`config.mk`:
```
export PLATFORM = sky130hd
export DESIGN_NAME = mem_arbiter_rr
export DESIGN_NICKNAME = d
export VERILOG_FILES = /design/src/rtl/mem_arbiter_rr.sv
export SDC_FILE = /design/constraint.sdc
export NUM_CORES = 1
export LEC_CHECK = 0
export ABC_AREA = 1
export BUFFER_PORTS_ARGS = -buffer_cell sky130_fd_sc_hd__buf_2
export CORE_MARGIN = 1.5
export CORE_UTILIZATION = 59
export CTS_CLUSTER_DIAMETER = 60
export CTS_CLUSTER_SIZE = 28
export DETAILED_ROUTE_END_ITERATION = 12
export MAX_ROUTING_LAYER = met4
export PLACE_DENSITY = 0.86
export RECOVER_POWER = 25
export SETUP_SLACK_MARGIN = 0.02
export SLEW_MARGIN = 10
export SYNTH_ARGS = -nofsm -noshare
export SYNTH_HDL_FRONTEND = slang
export SYNTH_SLANG_ARGS = --single-unit
```
`constraint.sdc`:
```
create_clock -name clk -period 7.4 [get_ports clk]
set_input_delay 0.37 -clock clk [delete_from_list [all_inputs] [get_ports clk]]
set_output_delay 0.37 -clock clk [all_outputs]
set_load 0.01 [all_outputs]
```
`src/rtl/mem_arbiter_rr.sv`:
```
// rtl/mem_arbiter_rr.sv - round-robin arbiter serialising byte/half/word requests onto a byte-wide RAM port
//
// Purpose:
//   Grants one of NUM_PORTS requesters at a time (round-robin), then walks the
//   request one byte per cycle over a registered byte-wide RAM port. Loads are
//   reassembled little-endian and zero/sign-extended; stores to I/O space stall
//   while the I/O sink is full. A flush cancels loads only.
//
// Ports:
//   clk, rst            clock, synchronous active-high reset
//   rdy                 global clock enable (low freezes every register)
//   flush               cancel in-flight load; restricts new grants to stores
//   io_buffer_full      I/O sink cannot accept a byte this cycle
//   req_*               per-port request bundle, held until req_ready pulses
//   ram_din             RAM read byte for the address issued on the previous cycle
//   req_ready           one-cycle accept pulse (per port)
//   resp_valid          one-cycle completion pulse (per port)
//   resp_data, resp_id  load result / tag, zero outside the completion pulse
//   busy                transaction in progress
//   ram_dout/addr/wr    registered RAM byte port
module mem_arbiter_rr #(
  parameter int          NUM_PORTS  = 2,
  parameter int          ADDR_WIDTH = 32,
  parameter int          ID_WIDTH   = 4,
  parameter logic [31:0] IO_BASE    = 32'h30000
) (
  input  logic                            clk,
  input  logic                            rst,
  input  logic                            rdy,
  input  logic                            flush,
  input  logic                            io_buffer_full,
  input  logic [NUM_PORTS-1:0]            req_valid,
  input  logic [NUM_PORTS-1:0]            req_write,
  input  logic [2*NUM_PORTS-1:0]          req_size,
  input  logic [NUM_PORTS-1:0]            req_signed,
  input  logic [ADDR_WIDTH*NUM_PORTS-1:0] req_addr,
  input  logic [32*NUM_PORTS-1:0]         req_wdata,
  input  logic [ID_WIDTH*NUM_PORTS-1:0]   req_id,
  input  logic [7:0]                      ram_din,
  output logic [NUM_PORTS-1:0]            req_ready,
  output logic [NUM_PORTS-1:0]            resp_valid,
  output logic [31:0]                     resp_data,
  output logic [ID_WIDTH-1:0]             resp_id,
  output logic                            busy,
  output logic [7:0]                      ram_dout,
  output logic [ADDR_WIDTH-1:0]           ram_addr,
  output logic                            ram_wr
);

  localparam int PW = (NUM_PORTS > 1) ? $clog2(NUM_PORTS) : 1;
  localparam logic [ADDR_WIDTH-1:0] IO_BASE_A = ADDR_WIDTH'(IO_BASE);

  typedef enum logic [1:0] {S_IDLE, S_XFER, S_DONE} state_t;

  state_t                state;
  logic [PW-1:0]         last_q;    // last granted port; search starts after it
  logic [PW-1:0]         port_q;
  logic                  write_q;
  logic                  signed_q;
  logic [1:0]            size_q;
  logic [1:0]            idx_q;     // byte index currently presented on the RAM port
  logic [ADDR_WIDTH-1:0] addr_q;
  logic [31:0]           wdata_q;
  logic [31:0]           data_q;
  logic [ID_WIDTH-1:0]   id_q;

  function automatic logic [PW-1:0] rr_wrap(input logic [PW-1:0] base, input int off);
    int v;
    v = int'(base) + off;
    if (v >= NUM_PORTS) v = v - NUM_PORTS;
    return PW'(v);
  endfunction

  function automatic logic [1:0] last_byte(input logic [1:0] size);
    case (size)
      2'd0:    return 2'd0;
      2'd1:    return 2'd1;
      default: return 2'd3;  // size 3 behaves as a word
    endcase
  endfunction

  // Round-robin pick; while flushing only stores are eligible.
  logic          grant_found;
  logic [PW-1:0] grant_port;
  logic [PW-1:0] cand;
  always_comb begin
    grant_found = 1'b0;
    grant_port  = '0;
    cand        = '0;
    for (int i = 1; i <= NUM_PORTS; i++) begin
      cand = rr_wrap(last_q, i);
      if (!grant_found && req_valid[cand] && (!flush || req_write[cand])) begin
        grant_found = 1'b1;
        grant_port  = cand;
      end
    end
  end

  logic                  g_write;
  logic                  g_signed;
  logic [1:0]            g_size;
  logic [ADDR_WIDTH-1:0] g_addr;
  logic [31:0]           g_wdata;
  logic [ID_WIDTH-1:0]   g_id;
  logic                  g_hold;
  assign g_write  = req_write[grant_port];
  assign g_signed = req_signed[grant_port];
  assign g_size   = req_size[grant_port*2 +: 2];
  assign g_addr   = req_addr[grant_port*ADDR_WIDTH +: ADDR_WIDTH];
  assign g_wdata  = req_wdata[grant_port*32 +: 32];
  assign g_id     = req_id[grant_port*ID_WIDTH +: ID_WIDTH];
  assign g_hold   = io_buffer_full && (g_addr >= IO_BASE_A);

  // Store progress: a byte counts as written only if ram_wr was high during
  // the cycle; a held byte is re-offered at the same index.
  logic [1:0]            st_idx;
  logic [ADDR_WIDTH-1:0] st_addr;
  logic                  st_hold;
  assign st_idx  = ram_wr ? idx_q + 2'd1 : idx_q;
  assign st_addr = addr_q + ADDR_WIDTH'(st_idx);
  assign st_hold = io_buffer_full && (st_addr >= IO_BASE_A);

  // Load result including the byte arriving this cycle.
  logic [31:0] ld_word;
  logic [31:0] ld_result;
  always_comb begin
    ld_word = data_q;
    ld_word[8*idx_q +: 8] = ram_din;
    case (last_byte(size_q))
      2'd0:    ld_result = {{24{signed_q & ld_word[7]}}, ld_word[7:0]};
      2'd1:    ld_result = {{16{signed_q & ld_word[15]}}, ld_word[15:0]};
      default: ld_result = ld_word;
    endcase
  end

  always_ff @(posedge clk) begin
    if (rst) begin
      state      <= S_IDLE;
      last_q     <= PW'(NUM_PORTS - 1);
      port_q     <= '0;
      write_q    <= 1'b0;
      signed_q   <= 1'b0;
      size_q     <= 2'd0;
      idx_q      <= 2'd0;
      addr_q     <= '0;
      wdata_q    <= '0;
      data_q     <= '0;
      id_q       <= '0;
      req_ready  <= '0;
      resp_valid <= '0;
      resp_data  <= '0;
      resp_id    <= '0;
      busy       <= 1'b0;
      ram_dout   <= '0;
      ram_addr   <= '0;
      ram_wr     <= 1'b0;
    end else if (rdy) begin
      req_ready  <= '0;
      resp_valid <= '0;
      resp_data  <= '0;
      resp_id    <= '0;
      case (state)
        // DONE is a one-cycle bubble that may already grant the next request.
        S_IDLE, S_DONE: begin
          state    <= S_IDLE;
          busy     <= 1'b0;
          ram_addr <= '0;
          ram_wr   <= 1'b0;
          if (grant_found) begin
            state                 <= S_XFER;
            busy                  <= 1'b1;
            last_q                <= grant_port;
            port_q                <= grant_port;
            req_ready[grant_port] <= 1'b1;
            write_q               <= g_write;
            signed_q              <= g_signed;
            size_q                <= g_size;
            addr_q                <= g_addr;
            wdata_q               <= g_wdata;
            id_q                  <= g_id;
            idx_q                 <= 2'd0;
            data_q                <= '0;
            ram_addr              <= g_addr;
            ram_wr                <= g_write && !g_hold;
            ram_dout              <= g_write ? g_wdata[7:0] : 8'h00;
          end
        end

        S_XFER: begin
          if (!write_q) begin
            if (flush) begin
              state    <= S_IDLE;
              busy     <= 1'b0;
              ram_addr <= '0;
            end else begin
              data_q[8*idx_q +: 8] <= ram_din;
              if (idx_q == last_byte(size_q)) begin
                state              <= S_DONE;
                ram_addr           <= '0;
                resp_valid[port_q] <= 1'b1;
                resp_data          <= ld_result;
                resp_id            <= id_q;
              end else begin
                idx_q    <= idx_q + 2'd1;
                ram_addr <= addr_q + ADDR_WIDTH'(idx_q + 2'd1);
              end
            end
          end else begin
            if (ram_wr && (idx_q == last_byte(size_q))) begin
              state              <= S_DONE;
              ram_wr             <= 1'b0;
              ram_addr           <= '0;
              resp_valid[port_q] <= 1'b1;
              resp_id            <= id_q;
            end else begin
              idx_q    <= st_idx;
              ram_addr <= st_addr;
              ram_wr   <= !st_hold;
              ram_dout <= wdata_q[8*st_idx +: 8];
            end
          end
        end

        default: begin
          state    <= S_IDLE;
          busy     <= 1'b0;
          ram_addr <= '0;
          ram_wr   <= 1'b0;
        end
      endcase
    end
  end

endmodule

```
After elaboration in Yosys (flattened, before gate mapping):

Index checks and enable logic that the tools add are counted.

* $add $sub $neg: 9
* magnitude comparators: 10
* equal/unequal tests: 17
* shifts and indexed selects: 7
* mux-type cells: 86
* bitwise operators: 2
* reduce and logical (&&, ||, !) cells: 27

Operators by type and width (count)
* $mux 32: 12
* $pmux 32 s2: 3
* $shiftx 64x7->32: 2
* $ge 32x18->1 const B: 2
* $mux 2: 26
* $neg 5->34: 1
* $shift 8x34->32 const A: 1
* $shiftx 8x34->32: 1
* $add 32x2->32: 1
* $add 32x3->32: 1
* $bwmux 32: 1
* $mux 8: 4
* $shiftx 32x6->8: 1
* $mux 1: 27
* $mux 4: 5
* $pmux 8 s2: 1
* $ne 2x2->1 const B: 6
* $ne 3x3->1 const B: 4
* $pmux 2 s2: 3
* $reduce_and 5->1: 2
* $logic_and 1x1->1: 9
* $reduce_and 3->1: 3
* $lt 1x2->1 const B: 4
* $shiftx 8x4->4: 1
* 23 further kinds: 37

* flip-flop bits (word level): 192
* input port bits: 159
* output and inout bits: 82
* logic and storage cells: 177

Longest topological paths before layout:

Gate-level depths: netlist (run 1).

* depth after elaboration: 19
* depth in mapped cells: 23
* depth with buffers taken out: 21

Least setup slack after synthesis (run 1):

No wires, ideal clock.

* path type: flip-flop to flip-flop
* from: reg ram_wr
* to: reg ram_wr
* library setup time: 70 ps
* arrival: 3088 ps
* data required time: 7330 ps
* path slack: 4242 ps
* stages on the path, launching flop included: 24
* buffers on the path: 2
* clock period less this slack: 3158 ps
* path through: dfxtp_1 > clkbuf_1 > or2_2 > nand2_1 > inv_1 > buf_1 > ha_1 > fa_1 > nand2_1 > nor2_1 > nand2_1 > nor2_1 > nand2_1 > nand2_1 > nand2_1 > nor2_1 > nand2_1 > nor2_1 > nand2_1 > nand2_1 > nand2_1 > nand2_1 > nand2_1 > a21oi_1

* word-level cells in the longest chain between the ends: 8
* elaborated cells between the ends (all ways): 9
* those cells by class: add/sub (1); order compare (1); mux (4); reduce/logical (3)

RTL lines
* start, declared: line 47 `output logic ram_wr`
* start signal, assigned: line 184 `ram_wr <= g_write && !g_hold;`
* start signal, assigned: line 218 `ram_wr <= !st_hold;`
* $mux 2: line 119 `assign st_idx = ram_wr ? idx_q + 2'd1 : idx_q;`
* $add 32x2->32: line 120 `assign st_addr = addr_q + ADDR_WIDTH'(st_idx);`
* $ge 32x18->1: line 121 `assign st_hold = io_buffer_full && (st_addr >= IO_BASE_A);`
* $logic_and 1x1->1: line 121
* $logic_not 1->1: line 218
* $mux 1 (*): line 209 `if (ram_wr && (idx_q == last_byte(size_q))) begin`
* $mux 1 (*): line 190 `if (!write_q) begin`
* $pmux 1 s2 (*): line 162 `case (state)`

Every way passes the cells marked *; elsewhere a longest branch is shown, timed or not. The select of a mux whose other input is x is not followed.
A chain may end at the register's enable or synchronous reset.

Worst setup path after layout (run 1):

* from: reg last_q
* to: reg port_q

* word-level cells in the longest chain between the ends: 13
* elaborated cells between the ends (all ways): 27
* those cells by class: add/sub (4); order compare (2); mux (14); reduce/logical (7)

RTL lines
* start, declared: line 56 `logic [PW-1:0] last_q;`
* start signal, assigned: line 139 `last_q <= PW'(NUM_PORTS - 1);`
* start signal, assigned: line 172 `last_q <= grant_port;`
* $add 1x1->2: line 69 `v = int'(base) + off;`
* $ge 2x2->1 or $sub 1x1->1 (tied branches): line 70 `if (v >= NUM_PORTS) v = v - NUM_PORTS;`
* $mux 1: line 70
* $mux 1 (implied by the code) (2 in series): line 92 `if (!grant_found && req_valid[cand] && (!flush || req_write[cand])) begin`
* $logic_or 1x1->1: line 92
* $logic_and 1x1->1: line 92
* $mux 1: line 92
* $logic_not 1->1: line 92
* $logic_and 1x1->1 (2 in series): line 92
* $mux 1: line 92
* $reduce_and 3->1 (no source line)
* end signal, assigned: line 173 `port_q <= grant_port;`
* end, declared: line 57 `logic [PW-1:0] port_q;`

Parallel ways exist; a longest one is shown, timed or not. The select of a mux whose other input is x is not followed.

==> impl_metrics.csv, run 1 <==
group,metric,value,unit
outcome,status,"complete, no violations",
sta,setup-tns-final,0,ps
yosys,synth_warnings,0,
placed_design,dp_hpwl,25.3,mm
placed_design,place_area,12000,um^2
finish,regArea,3840,um^2
clocking,root_buffer,"clkbuf_16",
die,die_x,139,um
clocking,ctsResizeCount,0,
global_routing,grt_overflow_total,0,
clocking,cts_num_sinks,192,
setup_path,crit_top_cell,"nor2_4",
setup_path,crit_path_top_delay_cell,"nor2_4",
yosys,synth_edf_count,0,
power,peakVddDrop,0.000188,V
die,ios,241,
yosys,synth_seq_cells,192,
setup_path,reg2reg_slack,3110,ps
placed_design,port_buffers,240,
yosys,syn_area,10900,um^2
setup_path,worstPathRequired,7760,ps
global_routing,grt_start_max_net_pins,78,
sta,max_freq,233,MHz
drt,vias_per_cell,5.94,
global_routing,grt_pass1_vias,10996,
sta,fin_crit_sh,57.9,%
sta,clock_skew,14.3,ps
clocking,clkTransAtPathRegs,80,ps
power,power_density,241,nW/um^2
drt,wl_per_cell,16.9,um
clocking,postCtsSetupBuffers,0,
drt,vias,12400,
clocking,cts_tree,"done",
drt,firstDrtPassIters,6,
yosys,synth_cell_types,49,
drt,routed_wl,35.3,mm
die,start_util,60.3,%
placed_design,place_ws,3170,ps
setup_path,worstSetupPathType,"reg2reg",
power,leakagePower,4.92,nW
setup_path,slowest_delay,910,ps
finish,drive_above_1_share,12.8,%
job,max-cap-violations,0,
setup_path,critPathBufInv,4,
setup_path,cp.arrival,4650,ps
setup_path,worstPathCellList,"inv_2 > nor2_1 > nor2_1 > nand2_1 > nand2_4 > a31oi_4 > nor2_4 > inv_4 > nor2_4 > inv_4 > nor2_4 > inv_1 > a21oi_1",
yosys,syn_inst,1678,
sta,setup_viol,0,
clocking,postCtsHoldBufs,0,
placed_design,gp_congestion,0.995,
clocking,clk_latency,440,ps
global_routing,grt_usage,36.8,%
die,core.rowCount,49,
finish,diodes,0,
sta,tightestPinTransition,1210,ps
drt,drc_errors,0,
power,p_total,0.00301,W
drt,ant_nets,0,
setup_path,start_kind,"flop",
sta,finalMaxSlewViolations,0,
die,coreArea,18000,um^2
yosys,async_flop_share,0,%
clocking,cts_buffer_depth,2,
global_routing,antenna_found_initial,0,
yosys,yosysSeqAreaShare,35.4,%
global_routing,grt_pass1_wl,56.4,mm
finish,finalCoreUtilization,69.3,%
finish,nFillCells,1643,
yosys,syn_area_per_cell,6.48,um^2
finish,fin_area,12500,um^2
sta,period_needed,4290,ps
drt,drt_iter0_drc,1264,
clocking,cts_buffers,17,
yosys,synthFlopType,"dfxtp_1",
sta,rsz0062_at_grt,"false",
hold_path,hold_class,"in2reg",
die,dieArea,19200,um^2
setup_path,cp_top_family,"simple AND/OR/NAND/NOR gates",
sta,slew_headroom,19.3,%
finish,multi_input_area,6260,um^2
setup_path,critPathMaxFanout,76,
sta,layout_setup_ws,3110,ps
yosys,synth.net_count,1848,
clocking,cts.htree.levels,4,
sta,hold_violations,0,
setup_path,cp-end-kind,"flop",
die,die_y,139,um
finish,nets,2015,
finish,area_growth,15.0,%
[final timing paths]
kind	end	depth (start not counted)	start
min	wdata_q[15]	3	req_wdata[15]
max reg2reg	port_q	13	last_q
max	port_q	13	last_q
min reg2reg	data_q[6]	2	data_q[6]
[logic make-up (layout without fill, tap and decap cells)]
logic type | after synthesis | count (layout) | share of synthesized area [%]
AND/OR/NAND/NOR | 867 | 867 | 33.0
AO/OA/AOI/OAI | 395 | 395 | 21.1
flip-flops | 192 | 192 | 35.4
buffers and inverters | 189 | 369 | 7.24
XOR/XNOR | 24 | 24 | 1.93
adder cells (fa/ha/maj) | 11 | 11 | 1.40
[worst min-delay path: stages]
cell	delay [ps]
buf_2	90
nand2_1	50
a31oi_1	60
[per-stage QoR]
stage / std cells / hold slack (ps)
6_report: 2087 / 173
5_1_grt: 2087 / 179
4_1_cts: 2087 / 174
3_5_place_dp: 2055 / 438
3_3_place_gp: 2055 / 434
2_1_floorplan: 1678 / 424
[power breakdown]
| group | switching (W) | internal, W | total [W] | leakage (nW) |
|---|---|---|---|---|
| Combinational | 0.000590 | 0.000260 | 0.000850 | 3.06 |
| Sequential | 0.0000941 | 0.00113 | 0.00122 | 1.57 |
| Clock | 0.000455 | 0.000482 | 0.000937 | 0.289 |
| Total | 0.00114 | 0.00187 | 0.00301 | 4.92 |
[flip-flops by register name, indices dropped and copies added, names as in the netlist, 2 cells and up]
name	count
data_q	32
resp_valid	2
resp_id	4
req_ready	2
state	2
ram_addr	32
ram_dout	8
resp_data	32
id_q	4
addr_q	32
size_q	2
idx_q	2
wdata_q	32
[Yosys cell counts, types with 8 or more instances]
master      n  area share [%]
ha_1        9             1.0
a21oi_1   157             7.2
o21ai_0   116             5.3
a22oi_1     8            0.55
nand3b_1   16             1.1
buf_1       9            0.31
or3_1      23             1.3
a32oi_1    24             1.9
o22ai_1    14            0.81
a22o_1     12            0.97
clkbuf_1   54             1.9
nand3_1    74             3.4
xor2_1     21             1.7
buf_2      27             1.2
a31oi_1    40             2.3
nor2_1    131             4.5
inv_1      78             2.7
dfxtp_1   192              35
a311oi_1    8            0.64
nand2_1   597              21
[layout make-up]
class / instances / share of cell area (%)
multi-input combinational: 1297 / 50.1
tap: 229 / 2.29
clock inverter: 15 / 1.36
clock buffer: 17 / 3.40
sequential: 192 / 30.8
timing repair buffer: 247 / 9.37
inverter: 90 / 2.74
[metal layers]
layer | share of wire, % | vias to the layer above | track usage (%)
met5 | 0 | - | -
met4 | 2.2 | 0 | 8.77
met3 | 11 | 70 | 6.73
met2 | 44 | 760 | 55.9
met1 | 43 | 5640 | 50.9
li1 | - | 5930 | -
[layout by cell type, fill, tap and decap left out, types with 23 or more instances in the layout]
cell        n
nand3_1    74
a31oi_1    40
a21oi_1   157
or3_1      23
inv_1      77
a32oi_1    24
o21ai_0   116
buf_2     171
clkbuf_1   68
dfxtp_1   192
nand2_1   596
nor2_1    130
No activity file was read; power rests on OpenSTA's default activity.
==> inputs of run 2 (changes only) <==
--- a/config.mk
+++ b/config.mk
@@ -8,12 +8,12 @@
 export ABC_AREA = 1
 export BUFFER_PORTS_ARGS = -buffer_cell sky130_fd_sc_hd__buf_2
 export CORE_MARGIN = 1.5
-export CORE_UTILIZATION = 59
+export CORE_UTILIZATION = 50
 export CTS_CLUSTER_DIAMETER = 60
 export CTS_CLUSTER_SIZE = 28
 export DETAILED_ROUTE_END_ITERATION = 12
 export MAX_ROUTING_LAYER = met4
-export PLACE_DENSITY = 0.86
+export PLACE_DENSITY = 0.77
 export RECOVER_POWER = 25
 export SETUP_SLACK_MARGIN = 0.02
 export SLEW_MARGIN = 10
==> constraint.sdc (replaced) <==
create_clock -name clk -period 3.7 [get_ports clk]
set_input_delay 0.185 -clock clk [delete_from_list [all_inputs] [get_ports clk]]
set_output_delay 0.185 -clock clk [all_outputs]
set_load 0.01 [all_outputs]
==> impl_metrics.csv, run 2 (synthesized netlist as in run 1, its figures left out) <==
group,metric,value,unit
finish,area_growth,19.3,%
power,switchingPower,0.00236,W
placed_design,dp_hpwl,26.6,mm
finish,drive_above_1_share,13.9,%
power,peakVddDrop,0.000294,V
clocking,root_buffer,"clkbuf_16",
clocking,cts_buffer_depth,2,
job,max-cap-violations,0,
setup_path,r2r-end,"wdata_q[30]",
sta,finalMaxSlewViolations,0,
power,power_frac_comb,29.5,%
power,leakagePower,5.14,nW
sta,layout_setup_ws,277,ps
hold_path,hold_class,"in2reg",
setup_path,reg2reg_slack,280,ps
setup_path,cp.arrival,3820,ps
clocking,clk_latency,450,ps
setup_path,critical_path.endpoint,"wdata_q[30]",
drt,wl_per_cell,17.1,um
global_routing,grt_pass1_vias,10960,
die,core.rowCount,53,
placed_design,place_area,12200,um^2
sta,period_needed,3420,ps
global_routing,grt_overflow_total,0,
global_routing,grt_usage,33.8,%
setup_path,timing.rr.start,"last_q",
placed_design,gp_congestion,1.03,
power,sequentialPowerShare,39.7,%
finish,multi_input_area,6270,um^2
sta,slew_headroom,32.6,%
sta,max_freq,292,MHz
sta,setup-tns-final,0,ps
power,power_density,471,nW/um^2
power,p_sw_share,38.6,%
drt,routed_wl,37.3,mm
setup_path,startpoint,"last_q",
drt,vias,12254,
placed_design,place_ws,166,ps
die,coreArea,21200,um^2
sta,tightestPinTransition,1010,ps
global_routing,grt_pass1_wl,58.1,mm
drt,firstDrtPassIters,6,
setup_path,reg2reg_depth,11,
setup_path,cp-end-kind,"flop",
setup_path,worstSetupPathType,"reg2reg",
finish,fin_area,13000,um^2
power,clkPwrFrac,30.7,%
sta,hold_violations,0,
power,p_int,0.00375,W
drt,drc_errors,0,
finish,nFillCells,2103,
global_routing,grt_start_max_net_pins,90,
sta,clock_skew,15.3,ps
setup_path,critPathMaxFanout,24,
clocking,cts_buffers,17,
finish,layout_commonest_cell,"nand2_1",
finish,regArea,3840,um^2
die,start_util,51.4,%
sta,fin_crit_sh,92.5,%
clocking,cts_tree,"done",
setup_path,start_kind,"flop",
global_routing,antenna_found_initial,1,
clocking,cts.htree.levels,4,
drt,drt_iter0_drc,1139,
drt,vias_per_cell,5.62,
setup_path,worstPathRequired,4100,ps
drt,ant_nets,0,
placed_design,port_buffers,240,
outcome,status,"complete, no violations",
die,die_y,150,um
die,ios,241,
sta,setup_viol,0,
finish,final_cell_mix,"596 x nand2_1, 191 x dfxtp_1, 171 x buf_2",
clocking,cts_num_sinks,192,
clocking,clkTransAtPathRegs,80,ps
die,die_x,150,um
sta,rsz0062_at_grt,"false",
die,dieArea,22600,um^2
finish,nets,2060,
run 2: cell type report:
type                       count  share of cell area, %
timing repair buffer         292                   12.1
multi-input combinational   1297                   48.4
inverter                      90                   2.64
sequential                   192                   29.6
tap                          275                   2.65
clock buffer                  18                   3.31
clock inverter                14                   1.28
antenna                        1                 0.0193
run 2: timing repair:
action,in CTS,in global routing
setup buffers,0,2
endpoints found under the hold margin,16,0
resized for setup,0,7
hold buffers,22,0
endpoints found under the setup margin,0,10
run 2: per-stage QoR:
step / hold slack (ps) / std cells / util, % / total power, W
2_1_floorplan: 342 / 1678 / - / 0.00362
3_3_place_gp: 433 / 2122 / 57.7 / 0.00420
3_5_place_dp: 440 / 2122 / 57.7 / 0.00421
4_1_cts: 0.210 / 2176 / 61.5 / 0.00608
5_1_grt: 7.76 / 2179 / 61.3 / 0.00640
6_report: 5.05 / 2179 / 61.3 / 0.00611
run 2: power groups by stage:
stage | Clock [W] | Sequential [W] | Combinational, W
2_1_floorplan | 0 | 0.00243 | 0.00119
3_3_place_gp | 0 | 0.00246 | 0.00173
3_5_place_dp | 0 | 0.00246 | 0.00175
4_1_cts | 0.00189 | 0.00242 | 0.00178
5_1_grt | 0.00196 | 0.00245 | 0.00199
6_report | 0.00188 | 0.00243 | 0.00180
run 2: worst min path at each step:
stage,startpoint,to,slack (ps),cells after the start
global placement,data_q[5],data_q[5],430,2
CTS,req_wdata[49],wdata_q[17],0.2,3
detailed placement,data_q[5],data_q[5],440,2
global route,req_wdata[53],wdata_q[21],8,3
finish,req_wdata[44],wdata_q[12],5,3
floorplan,req_wdata[10],wdata_q[10],340,2
run 2: layer usage:
metal,GRT usage (%),part of all wire [%]
met1,47.1,45
met2,51.2,44
met3,4.61,8.5
met4,8.97,2.0
met5,-,0
run 2: worst max-delay path: stages (launching register included):
cell and delay (ps):
dfxtp_1 370, inv_2 130, nor2_1 50, nor2_1 140
nand3_2 300, nand2_2 470, inv_2 290, buf_4 280
nor2_4 440, nand2_1 130, a31oi_1 170, dlygate4sd3_1 570
==> inputs of run 3 (changes only) <==
--- a/config.mk
+++ b/config.mk
@@ -6,14 +6,16 @@
 export NUM_CORES = 1
 export LEC_CHECK = 0
 export ABC_AREA = 1
+export ABC_CLOCK_PERIOD_IN_PS = 3700
 export BUFFER_PORTS_ARGS = -buffer_cell sky130_fd_sc_hd__buf_2
 export CORE_MARGIN = 1.5
-export CORE_UTILIZATION = 50
+export CORE_UTILIZATION = 51
+export CTS_BUF_LIST = sky130_fd_sc_hd__clkbuf_8
 export CTS_CLUSTER_DIAMETER = 60
 export CTS_CLUSTER_SIZE = 28
 export DETAILED_ROUTE_END_ITERATION = 12
 export MAX_ROUTING_LAYER = met4
-export PLACE_DENSITY = 0.77
+export PLACE_DENSITY = 0.79
 export RECOVER_POWER = 25
 export SETUP_SLACK_MARGIN = 0.02
 export SLEW_MARGIN = 10
==> impl_metrics.csv, run 3 (synthesized netlist as in run 1, its figures left out) <==
group,metric,value,unit
setup_path,start_kind,"flop",
setup_path,cp-end-kind,"flop",
global_routing,grt_pass1_wl,61.1,mm
setup_path,worstSetupPathType,"reg2reg",
sta,layout_setup_ws,265,ps
die,die_y,149,um
setup_path,worstPathCellList,"inv_2 > nor2_1 > nor2_1 > nand2_1 > nand2_4 > a31oi_4 > nor2_4 > inv_4 > nor2_4 > inv_4 > nor2_2 > nand2_1 > a31oi_1 > dlygate4sd3_1",
placed_design,place_area,12200,um^2
finish,fin_area,13300,um^2
setup_path,timing.rr.start,"last_q",
sta,hold_violations,0,
global_routing,grt_usage,35.9,%
sta,fin_crit_sh,92.8,%
setup_path,slowest_delay,560,ps
die,core.rowCount,53,
die,die_x,149,um
die,start_util,51.9,%
drt,ant_nets,0,
power,p_sw_share,40.7,%
die,coreArea,21000,um^2
hold_path,min_path_cells,3,
finish,drive_above_1_share,13.5,%
sta,setup-tns-final,0,ps
die,dieArea,22200,um^2
finish,layout_commonest_cell,"nand2_1",
sta,timing.hold.ws,14.1,ps
sta,tightestPinTransition,995,ps
drt,routed_wl,39.4,mm
hold_path,hold_class,"in2reg",
die,ios,241,
drt,drt_iter0_drc,1002,
clocking,cts_buffers,17,
drt,drc_errors,0,
clocking,clkTransAtPathRegs,130,ps
sta,setup_viol,0,
power,power_density,436,nW/um^2
power,power_frac_comb,33.0,%
drt,vias_per_cell,5.70,
drt,firstDrtPassIters,5,
clocking,cts_tree,"done",
sta,rsz0062_at_grt,"false",
power,switchingPower,0.00236,W
power,sequentialPowerShare,41.8,%
outcome,status,"complete, no violations",
finish,nFillCells,1959,
power,peakVddDrop,0.000266,V
setup_path,crit_path_top_delay_cell,"dlygate4sd3_1",
setup_path,reg2reg_slack,270,ps
power,p_int,0.00344,W
finish,area_growth,22.3,%
hold_path,min_to,"id_q[1]",
power,leakagePower,5.33,nW
clocking,root_buffer,"clkbuf_8",
clocking,cts_num_sinks,192,
clocking,cts.htree.levels,4,
sta,slew_headroom,33.3,%
job,max-cap-violations,0,
setup_path,worstPathRequired,4160,ps
hold_path,worstHoldStart,"req_id[1]",
clocking,postCtsSetupBuffers,0,
placed_design,place_ws,310,ps
drt,wl_per_cell,17.7,um
sta,finalMaxSlewViolations,0,
clocking,clk_latency,500,ps
setup_path,reg2reg_depth,14,
placed_design,dp_hpwl,27.1,mm
global_routing,grt_pass1_vias,11643,
power,clkPwrFrac,25.2,%
drt,vias,12700,
finish,final_cell_mix,"596 x nand2_1, 192 x dfxtp_1, 171 x buf_2",
setup_path,cp.arrival,3890,ps
setup_path,critPathMaxFanout,48,
sta,max_freq,291,MHz
global_routing,grt_start_max_net_pins,70,
placed_design,gp_congestion,0.945,
power,p_total,0.00580,W
placed_design,port_buffers,240,
sta,clock_skew,25.1,ps
sta,period_needed,3430,ps
clocking,cts_buffer_depth,2,
finish,nets,2110,
global_routing,antenna_found_initial,1,
global_routing,grt_overflow_total,0,
setup_path,r2r-end,"wdata_q[28]",
-- run 3: changes by cell type in the layout (fill, tap and decap cells not counted), moves of 2 or more --
cell and change:
dlygate4sd3_1 +49, clkbuf_16 -17, clkinv_8 +2, nor2_1 +3
nor2_2 -2, clkbuf_8 +18, inv_8 -3
-- run 3: repair_timing --
| action | 4_1_cts | 5_1_grt |
|---|---|---|
| gates resized for setup | 0 | 4 |
| hold endpoints to repair | 38 | 0 |
| setup endpoints to repair | 0 | 21 |
| hold buffers | 71 | 0 |
-- run 3: layout make-up --
cell class                      count  area, um^2  area share [%]
Clock inverter                     14         183            1.37
Antenna cell                        1        2.50          0.0188
Tap cell                          275         344            2.59
Timing Repair Buffer              340        2050            15.4
Sequential cell                   192        3840            28.9
Multi-Input combinational cell   1299        6280            47.3
Clock buffer                       18         248            1.86
Inverter                           90         343            2.58
-- run 3: per-layer routing --
| metal | track usage (%) | part of all wire, % | up-vias | routed length [um] |
|---|---|---|---|---|
| li1 | - | - | 6125 | - |
| met1 | 47.6 | 43 | 5785 | 16800 |
| met2 | 56.2 | 45 | 706 | 17700 |
| met3 | 5.29 | 9.5 | 84 | 3750 |
| met4 | 12.1 | 2.9 | 0 | 1140 |
| met5 | - | 0 | - | 0 |
-- run 3: critical path, delay by kind of cell, from the launching register on --
kind                   cells  cell delay (ps)
buffers and inverters      4              990
DFF                        1              380
and+or+nand+nor            8             1740
AOI/OAI and AO/OA          2              250
-- run 3: power by group through the flow --
stage | clock, W | combinational, W | sequential [W]
floorplan | 0 | 0.00119 | 0.00243
global placement | 0 | 0.00174 | 0.00246
detailed placement | 0 | 0.00176 | 0.00246
CTS | 0.00147 | 0.00186 | 0.00242
global route | 0.00154 | 0.00209 | 0.00244
finish | 0.00146 | 0.00191 | 0.00243
-- run 3: metrics by stage --
| step | std cells | utilization, % |
|---|---|---|
| after floorplan | 1678 | - |
| after global placement | 2123 | 58.3 |
| after detailed placement | 2123 | 58.3 |
| after CTS | 2226 | 63.7 |
| after global routing | 2229 | 63.4 |
| final | 2229 | 63.4 |
-- run 3: worst max path at each step --
stage             start          end  slack (ps)
4_1_cts          last_q  wdata_q[10]         180
3_5_place_dp   idx_q[1]       ram_wr         310
2_1_floorplan    ram_wr       ram_wr         540
5_1_grt        idx_q[1]       ram_wr          30
6_report         last_q  wdata_q[28]         270
3_3_place_gp   idx_q[1]       ram_wr         410
